==> src/rtl/sprf_idx_burst_seq.sv <==
`default_nettype none
// ============================================================================
// Module   : sprf_idx_burst_seq
// Purpose  : Sequencer for SPRF-indexed DMEM bursts. Loads a start index,
//            a length and a stride, then issues one DMEM address per enabled
//            cycle (read strobes for src-indirect bursts, write strobes for
//            dst-indirect bursts). After the burst it writes the
//            post-incremented index back to the SPRF and pulses done.
// Optional : Define SPRF_SEQ_ABORT_EN to add the ipt_abort input. Abort
//            cancels an in-flight burst with no write-back and no done pulse.
// Ports    :
//   clk            in   system clock, rising edge
//   reset          in   synchronous active-high reset
//   t_cs           in   global advance enable (low = freeze all state)
//   ipt_start      in   burst request (ignored while busy)
//   ipt_dir_wr     in   0 = read burst, 1 = write burst
//   ipt_base_idx   in   start index; only the low ADDR_W bits are used
//   ipt_len        in   number of accesses (0 = write-back only)
//   ipt_stride     in   address increment per access
//   ipt_abort      in   (SPRF_SEQ_ABORT_EN only) cancel burst
//   opt_busy       out  high in any state other than IDLE
//   opt_dram_addr  out  DMEM address while issuing, 0 otherwise
//   opt_dram_rd_en out  DMEM read strobe
//   opt_dram_wr_en out  DMEM write strobe
//   opt_idx_wb_en  out  SPRF index write-back strobe
//   opt_idx_wb_dat out  updated index, zero-extended from ADDR_W
//   opt_done       out  one-cycle completion pulse
// Revision : 1.0 - initial release
// ============================================================================
module sprf_idx_burst_seq #(
    parameter int ADDR_W = 11,
    parameter int IDX_W  = 16,
    parameter int LEN_W  = 8,
    parameter int STR_W  = 4
) (
    input  logic              clk,
    input  logic              reset,
    input  logic              t_cs,
    input  logic              ipt_start,
    input  logic              ipt_dir_wr,
    input  logic [IDX_W-1:0]  ipt_base_idx,
    input  logic [LEN_W-1:0]  ipt_len,
    input  logic [STR_W-1:0]  ipt_stride,
`ifdef SPRF_SEQ_ABORT_EN
    input  logic              ipt_abort,
`endif
    output logic              opt_busy,
    output logic [ADDR_W-1:0] opt_dram_addr,
    output logic              opt_dram_rd_en,
    output logic              opt_dram_wr_en,
    output logic              opt_idx_wb_en,
    output logic [IDX_W-1:0]  opt_idx_wb_dat,
    output logic              opt_done
);

    localparam logic [1:0] c_ST_IDLE  = 2'd0;
    localparam logic [1:0] c_ST_ISSUE = 2'd1;
    localparam logic [1:0] c_ST_WB    = 2'd2;

    logic [1:0]        state_q, state_d;
    logic [ADDR_W-1:0] addr_q,  addr_d;
    logic [LEN_W-1:0]  cnt_q,   cnt_d;
    logic [STR_W-1:0]  str_q,   str_d;
    logic              dir_q,   dir_d;

    logic              w_abort;
    logic [ADDR_W-1:0] w_str_ext;
    logic [IDX_W-1:0]  w_wb_dat;
    logic              w_unused_base;

    // Index bits above ADDR_W are architecturally ignored.
    assign w_unused_base = &{1'b0, ipt_base_idx};

`ifdef SPRF_SEQ_ABORT_EN
    assign w_abort = ipt_abort;
`else
    assign w_abort = 1'b0;
`endif

    // Zero-extend the stride to the address width; the sum then wraps
    // modulo 2^ADDR_W without any explicit masking.
    always_comb begin
        w_str_ext              = '0;
        w_str_ext[STR_W-1:0]   = str_q;
    end

    always_comb begin
        w_wb_dat               = '0;
        w_wb_dat[ADDR_W-1:0]   = addr_q;
    end

    // ------------------------------------------------------------------
    // Next-state logic. Computed as if the cycle advances; the register
    // block only commits it on edges where t_cs is high.
    // ------------------------------------------------------------------
    always_comb begin
        state_d = state_q;
        addr_d  = addr_q;
        cnt_d   = cnt_q;
        str_d   = str_q;
        dir_d   = dir_q;
        case (state_q)
            c_ST_IDLE: begin
                if (ipt_start) begin
                    addr_d  = ipt_base_idx[ADDR_W-1:0];
                    cnt_d   = ipt_len;
                    str_d   = ipt_stride;
                    dir_d   = ipt_dir_wr;
                    // A zero-length burst still writes back the base index.
                    state_d = (ipt_len != '0) ? c_ST_ISSUE : c_ST_WB;
                end
            end
            c_ST_ISSUE: begin
                addr_d = addr_q + w_str_ext;
                cnt_d  = cnt_q - LEN_W'(1);
                // Abort takes priority over the last-access transition.
                if (w_abort) begin
                    state_d = c_ST_IDLE;
                end else if (cnt_q == LEN_W'(1)) begin
                    state_d = c_ST_WB;
                end
            end
            c_ST_WB: begin
                state_d = c_ST_IDLE;
            end
            default: begin
                state_d = c_ST_IDLE;
            end
        endcase
    end

    always_ff @(posedge clk) begin
        if (reset) begin
            state_q <= c_ST_IDLE;
            addr_q  <= '0;
            cnt_q   <= '0;
            str_q   <= '0;
            dir_q   <= 1'b0;
        end else if (t_cs) begin
            state_q <= state_d;
            addr_q  <= addr_d;
            cnt_q   <= cnt_d;
            str_q   <= str_d;
            dir_q   <= dir_d;
        end
    end

    // ------------------------------------------------------------------
    // Outputs: decoded from registered state. Strobes are qualified with
    // t_cs so a frozen cycle issues nothing while the address holds.
    // ------------------------------------------------------------------
    always_comb begin
        opt_busy       = (state_q != c_ST_IDLE);
        opt_dram_addr  = '0;
        opt_dram_rd_en = 1'b0;
        opt_dram_wr_en = 1'b0;
        opt_idx_wb_en  = 1'b0;
        opt_idx_wb_dat = '0;
        opt_done       = 1'b0;
        if (state_q == c_ST_ISSUE) begin
            opt_dram_addr  = addr_q;
            opt_dram_rd_en = t_cs & ~dir_q;
            opt_dram_wr_en = t_cs &  dir_q;
        end
        if (state_q == c_ST_WB) begin
            // An abort landing on the write-back cycle cancels it as well.
            opt_idx_wb_en  = t_cs & ~w_abort;
            opt_idx_wb_dat = w_wb_dat;
            opt_done       = t_cs & ~w_abort;
        end
    end

endmodule
`default_nettype wire

==> config.mk <==
export PLATFORM = sky130hd
export DESIGN_NAME = sprf_idx_burst_seq
export DESIGN_NICKNAME = d
export VERILOG_FILES = /design/src/rtl/sprf_idx_burst_seq.sv
export SDC_FILE = /design/constraint.sdc
export NUM_CORES = 1
export LEC_CHECK = 0
export CAP_MARGIN = 20
export CORE_MARGIN = 2
export CORE_UTILIZATION = 45
export DETAILED_ROUTE_END_ITERATION = 7
export PLACE_DENSITY = 0.78
export SYNTH_ARGS = -nofsm -noshare
export SYNTH_HDL_FRONTEND = slang
export SYNTH_SLANG_ARGS = --single-unit
==> constraint.sdc <==
create_clock -name clk -period 2 [get_ports clk]
set_input_delay 0.4 -clock clk [delete_from_list [all_inputs] [get_ports clk]]
set_output_delay 0.4 -clock clk [all_outputs]
set_load 0.03 [all_outputs]
==> results summary, run 1 <==
The sequential fraction of the synthesis area came out at 28.0%. The fraction of layout instances using a drive strength above 1 is 21.5%. The share of async-settable or async-resettable flops after synthesis came out at 0%. The peak per-stage delay on the critical path is 0.39 ns.

The net count of the finished layout came out at 348. The number of iterations in the first detailed-routing pass is 4. Setup repair after global routing left no endpoint under its margin. In this run, post-CTS hold repair placed 0 buffers. The total congestion overflow came out at 0. The area of the core came out at 4000 um2. The post-detailed-placement half-perimeter wirelength is 3.83 mm. Counting instances, the worst hold path has a depth of 2.

The buffer depth of the longest clock path is 2. The initial utilization of the core area, before any placement, comes to 46.5%. The most instantiated flip-flop cell in the synthesis netlist is dfxtp_1. Traced cell by cell, the critical path runs through buf_4 > nor2b_2 > buf_4 > and2_1 > buf_4.

The area enclosed by the die boundary is 4660 um2. Leaving out fill and tap cells, the most frequent cell in the layout is buf_4. The finished cells cover 2580 um2. The mapped cell area is 1860 um2.

The max-capacitance violation count came out at 0. The signal arrival time at the worst endpoint is 1.53 ns. The number of flops mapped to enable cells by yosys is 0.

After layout, the worst path uses 96.5% of the clock period. The final number of max-transition violations came out at 0. The sort of element at the end of the critical path is an output pin. After detailed routing, the average wire length per cell comes to 14.3 um. The number of antenna violations at the first check in global routing came out at 0. The number of DRC markers after the initial detailed-route iteration came out at 185. Hold is met by 0.471 ns. The total negative slack came out at 0 ns. The library cells used most frequently in the layout, excluding fill and tap cells, are 39 x buf_4, 27 x clkdlybuf4s50_1, 26 x nand2_1, 23 x a21oi_1, 23 x dfxtp_1. The later pin in the worst-skew pair is clocked with a latency of 0.27 ns. The number of hold-slack violations in the final timing report is 0. The post-placement cell area is 2460 um2. The area growth from synthesis to layout is 38.5%.

The run finished with clean final reports. During synthesis, Yosys emitted a total of 0 warnings. The largest voltage drop on the vdd net came out at 0.480 mV. The number of global-route vias before repair came out at 1773. The count of port buffers added during placement came out at 54. The CTS tree is built.

The leakage power of the design came out at 1.13 nW. The number of buffers and inverters on the critical path is 3. The count of unresolved DRC violations after routing is 0. The number of sinks on the clock net is 26. The maximum achievable frequency is 0.518 GHz. The time the worst path needs with I/O delays and setup is 1.93 ns. The flip-flop and latch count after synthesis came out at 26.

The overall fraction of global-route tracks in use is 23.3%. The die width came out at 68.3 um. The critical path required time is 1.60 ns. The area share of fa/ha/maj cells after synthesis came out at 5.11%.

The worst setup path is launched from a register. In this run the worst path has a maximum fanout of 12. Among cell families on the critical path, the largest total delay comes from buffers and inverters. The largest family of logic cells by synthesized area is simple AND/OR/NAND/NOR gates. The critical path crosses 5 cells after its start point. The cell count after synthesis came out at 243. The total via count after detailed routing came out at 1962. In this run the core area contains 23 standard-cell rows. After detailed routing, the number of vias per cell comes to 5.50. The first global-routing pass estimated 8.23 mm of wire. At the end of routability-driven placement, the weighted congestion stood at 0.829.

The average cell area after synthesis came out at 7.66 um2. The worst hold-check path type is reg -> reg. The worst pin sits at a relative slew slack of 61.9%. After filler insertion, the fill cell instance count of the layout stands at 370. For the worst flop-to-flop path, the logic depth is 9. For the pin with the worst max-slew slack, the measured transition is 0.570 ns.

The most numerous cell type found on the critical path is buf_4. The clock input transition at the sequential cells of the worst setup and hold paths is 0.10 ns. The number of unique standard cell types used by synthesis is 60. The number of antenna repair diodes came out at 0.

The slowest library cell on the worst path is dfxtp_2. The area share of and/or/nand/nor cells after synthesis came out at 28.9%. The xor and xnor area share after synthesis is 1.41%.

In this run the number of H-tree levels came out at 1. The power per unit of standard cell area is 560 nW/um2. The die boundary height came out at 68.3 um. The total setup violations reported at the end of the flow came out at 0. The multiplexer share of the synthesized area came out at 1.08%. For the final database, setup skew stands at 0.00429 ns. The tree is rooted in a clkbuf_8. The synthesized-area fraction occupied by ao, oa, aoi and oai cells is 24.7%.

The clock buffer count from CTS came out at 3. The critical path is of the reg -> out type. The I/O pin count is 65. In this run the remaining antenna-violating nets after routing total 0. The maximum number of pins on one net before global-route repair came out at 20. The final wirelength is 5.11 mm.
-- timing repair --
action                                 CTS  global route
pin swaps                                1             5
buffers inserted                         1             3
gates resized for setup                 11             9
endpoints found under the hold margin    0             0
setup endpoints to repair               17            16
-- cell type report --
type	instances	area (um2)	area share (%)
multi-input cells	187	1180	45.8
repair buffers	78	693	26.9
flip-flops and latches	26	524	20.3
well taps	50	62.6	2.43
inverters	12	45.0	1.75
clock buffers	3	41.3	1.60
clock inverters	1	30.0	1.17
-- layer usage --
| metal | global-route usage, % | up-vias | wire (um) |
|---|---|---|---|
| met5 | 0 | - | 0 |
| met2 | 40.3 | 62 | 2530 |
| met1 | 29.6 | 914 | 2210 |
| li1 | - | 980 | - |
| met4 | 5.25 | 0 | 44 |
| met3 | 4.77 | 6 | 325 |
-- power breakdown --
part           internal (mW)  leakage [nW]  switching [mW]  total (mW)
Sequential             0.555         0.215          0.0369       0.592
Combinational          0.190         0.877           0.216       0.406
Clock                  0.268        0.0357           0.178       0.446
Total                   1.01          1.13           0.431        1.44
-- synthesized netlist by cell type, drive strengths merged, types with 6 or more instances --
cell    instances  area, um2
clkbuf          6       22.5
buf            16        130
nor3            9       50.1
dfxtp          26        521
ha              6       75.1
a21oi          23        115
inv            12       45.0
nor2b           6       47.5
and2            8       50.1
nor2           21       81.3
a211oi          8       65.1
o21ai          14       73.8
and3           13       81.3
nand2          26       97.6
-- sequential cells by signal, summed over array words and instances, names as in the netlist --
name	count
state_q	2
cnt_q	8
addr_q	11
dir_q	1
str_q	4
-- stage by stage --
step / power, mW / worst slack, ns / cells / utilization, %
3_5_place_dp: 0.995 / 0.0266 / 349 / 61.4
5_1_grt: 1.52 / 0.000388 / 357 / 64.4
2_1_floorplan: 0.851 / 0.172 / 247 / -
6_report: 1.44 / 0.0710 / 357 / 64.4
3_3_place_gp: 0.983 / 0.0669 / 349 / 61.4
4_1_cts: 1.43 / 0.00391 / 354 / 63.2
-- worst paths after layout --
check                   from  slack (ns)                 to
setup / recovery  state_q[1]        0.07  opt_dram_addr[10]
setup reg to reg   addr_q[0]        0.10          addr_q[6]
hold / removal         dir_q        0.47              dir_q
hold reg to reg        dir_q        0.47              dir_q
-- worst min-delay path: cells and delay by family, from the launching register on --
family | cells | cell delay (ns)
DFF | 1 | 0.33
and+or+nand+nor | 1 | 0.05
AOI/OAI and AO/OA | 1 | 0.05
-- kinds of logic after synthesis --
group           Yosys count
xor+xnor                  3
mux                       2
other cells               1
buf+inv                  34
flops                    26
simple gates            101
fa+ha+maj                 7
compound gates           69
Power figures use the tool's default switching activity.
==> inputs of run 2 (changes only) <==
--- a/config.mk
+++ b/config.mk
@@ -13,3 +13,4 @@
 export SYNTH_ARGS = -nofsm -noshare
 export SYNTH_HDL_FRONTEND = slang
 export SYNTH_SLANG_ARGS = --single-unit
+export TNS_END_PERCENT = 5
==> constraint.sdc (replaced) <==
create_clock -name clk -period 2 [get_ports clk]
set_input_delay 0.5 -clock clk [delete_from_list [all_inputs] [get_ports clk]]
set_output_delay 0.5 -clock clk [all_outputs]
set_load 0.03 [all_outputs]
==> run 2 against run 1 <==
  * Worst setup slack worse by 0.043 ns
  * Die area stayed put
  * Clock skew is 0.00072 ns lower
  * Cell area is 2.8% higher
  * Sequential share of layout area is 0.45 points lower
  * Register-to-register slack worse by 0.07 ns
  * Total power is 4.8% lower
  * Critical endpoint is now addr_q[8]
  * Largest power group unchanged
  * Highest routed layer unchanged
==> results summary, run 2 (synthesis gave the netlist of run 1 again) <==
The signal on the critical path passes through ha_4 > inv_1 > fa_2 > and2b_1 > o31a_1 > nand4_1 > xor2_1 > a211oi_1. The register with the most flip-flops in the final layout is addr_q. The number of instances on the worst hold path came out at 2. The CTS tree is built.

The sort of element at the end of the critical path is a register. The worst hold-check path type is reg -> reg. The first global-routing pass estimated 8.09 mm of wire. The number of cells on the worst reg-to-reg path came out at 8. The average routed wire per standard cell is 14.8 um. The slew of the pin with the lowest slew margin is 0.608 ns. The insertion delay of the later-clocked pin in the worst-skew pair came out at 0.28 ns. Once layout is complete, the cells apart from fillers number 364. STA puts the critical path data arrival time at 2.16 ns. CTS placed an instance of clkbuf_8 at the clock tree root. The fraction of layout instances using a drive strength above 1 came out at 23.9%.

The max-capacitance violation count came out at 0. The largest voltage drop on the vdd net is 0.468 mV. The flip-flop count of the largest register, all copies and words added came out at 11. The peak per-stage delay on the critical path is 0.37 ns.

The critical path required time came out at 2.19 ns. The first TritonRoute pass finished after 4 iterations. Buffers placed on the I/O ports in this run total 54. The die is 68.3 um tall. The clock input transition at the sequential cells of the worst setup and hold paths is 0.10 ns. The clock tree skew after final layout is 0.00357 ns.

Detailed placement ended at an HPWL of 3.84 mm. The number of global-route vias before repair came to 1780. The die width came out at 68.3 um. The fraction of power consumed by sequential logic is 42.9%. The worst setup path is of the reg -> reg kind. The time the worst path needs with I/O delays and setup came out at 1.97 ns. Cells fill 66.2% of the core in the end.

The buffer depth of the longest clock path came out at 2. The slowest library cell on the worst path is dfxtp_2. The placed cell count is 356. Counting the buffers created by CTS gives 3. The startpoint identified for the worst hold timing path is dir_q. The count of unresolved DRC violations after routing is 0. The net count of the finished layout came out at 355. For this configuration, the core starts out at a cell density of 46.5%. The clock network power share is 26.2%. The total setup violations reported at the end of the flow came out at 0. Of the total power, the share spent switching nets is 32.0%. In this run the critical register-to-register path is captured at addr_q[8].

For hold timing, the worst endpoint is dir_q. Dividing the detail-routed via count by the number of cells gives 5.57. The library cell used most frequently in the layout, excluding fill and tap cells, is buf_4. The final antenna-violating net count is 0. In this run the core area contains 23 standard-cell rows. The area growth from synthesis to layout is 42.3%. The analysis attributes to net switching a power of 0.440 mW. In this run the worst path has a maximum fanout of 3. The number of hold-slack violations in the final timing report was 0. Setup repair after global routing could not meet its margin everywhere.

The area of the core is 4000 um2. The cell internal power dissipation came out at 0.934 mW. The I/O pin count is 65. Summed over all cells, the static leakage comes to 1.17 nW.

In the final layout, the registers with the most flip-flops are addr_q (11), cnt_q (8), str_q (4). The area enclosed by the die boundary came out at 4660 um2. The maximum achievable frequency is 0.507 GHz. Across all layers, the routed design uses 2028 vias. The combinational group share of total power came out at 30.9%. The summed area of non-filler cells in the final layout is 2650 um2. Adding up every negative setup slack in the final design gives 0 ns. The number of antenna violations at the first check in global routing came to 0.

The worst slack on hold paths came out at 0.479 ns. The repair_antennas step left the layout with diodes totalling 0. The final wirelength came out at 5.40 mm. Global routing used 22.9% of the available tracks. Global routing finished with a remaining overflow of 0. Leaving out fill and tap cells, the most frequent cells in the layout are 39 x buf_4, 26 x nand2_1, 26 x clkdlybuf4s50_1, 23 x a21oi_1, 23 x dfxtp_1. The H-tree depth reported by CTS is 1. Measured against its own limit, the worst slew margin works out to 59.3%.

The flow ran to the end, and the final reports show no timing, DRC or antenna violations. The worst setup slack for register-to-register paths is 0.03 ns. After detailed placement, the total cell area comes to 2510 um2. The number of sinks on the clock net came out at 26. The power per unit of standard cell area came out at 519 nW/um2. The routability-driven placement congestion ratio is 0.850. The final worst-path cycle share came out at 98.6%. The final number of max-transition violations came out at 0. Entering global routing, the biggest net connects 17 pins. The number of DRC markers after the initial detailed-route iteration came out at 216. The worst register-to-register path begins at addr_q[0]. STA classifies the critical path startpoint as a register.
==> run 2: cell types whose count changed in the layout (fill, tap and decap cells not counted), sizes merged <==
cell	before	now
clkdlybuf4s50	27	26
buf	42	49
clkbuf	3	4
dlygate4sd2	9	10
bufinv	1	0
==> run 2: layout make-up <==
| class | count | area (um2) |
|---|---|---|
| sequential | 26 | 527 |
| clock buffer | 4 | 55.1 |
| inverter | 12 | 45.0 |
| tap | 50 | 62.6 |
| fill | 333 | 1350 |
| timing repair buffer | 85 | 771 |
| multi-input combinational | 187 | 1190 |
==> run 2: worst max-delay path by stage <==
| stage | cells after the start | from | slack (ns) | endpoint |
|---|---|---|---|---|
| after CTS | 5 | state_q[0] | -0.05 | opt_dram_addr[5] |
| after global routing | 6 | state_q[0] | -0.03 | opt_dram_rd_en |
| final | 8 | addr_q[0] | 0.03 | addr_q[8] |
| after global placement | 6 | t_cs | -0.03 | addr_q[1] |
| after floorplan | 5 | state_q[0] | 0.17 | opt_idx_wb_en |
| after detailed placement | 7 | t_cs | -0.04 | addr_q[10] |
==> run 2: repair_timing <==
item,in CTS,in global routing
pin swaps,1,3
gates resized for setup,12,18
hold buffers,0,0
buffers inserted,0,4
setup endpoints to repair,25,16
==> run 2: power groups by stage <==
stage | Clock [mW] | Combinational (mW) | Sequential (mW)
after floorplan | 0 | 0.260 | 0.591
after global placement | 0 | 0.395 | 0.598
after detailed placement | 0 | 0.402 | 0.600
after CTS | 0.358 | 0.405 | 0.588
after global routing | 0.388 | 0.461 | 0.595
final | 0.361 | 0.424 | 0.590
==> run 2: metrics by stage <==
stage	setup slack [ns]	total power, mW
finish	0.0282	1.37
floorplan	0.171	0.851
global placement	-0.0332	0.993
CTS	-0.0494	1.35
detailed placement	-0.0360	1.00
global route	-0.0267	1.44
==> run 2: routing by layer <==
layer	GRT usage [%]	part of all wire [%]	vias to the layer above
met5	0	0	-
met4	5.25	0.78	0
met3	3.78	7.4	5
met2	39.4	50	93
met1	29.8	42	935
li1	-	-	995
==> run 2: critical path: cells and delay by family (launching register included) <==
kind | cells | cell delay [ns]
fa+ha+maj | 2 | 0.49
compound gates | 2 | 0.44
xor+xnor | 1 | 0.17
buf+inv | 1 | 0.05
flops | 1 | 0.37
simple gates | 2 | 0.36
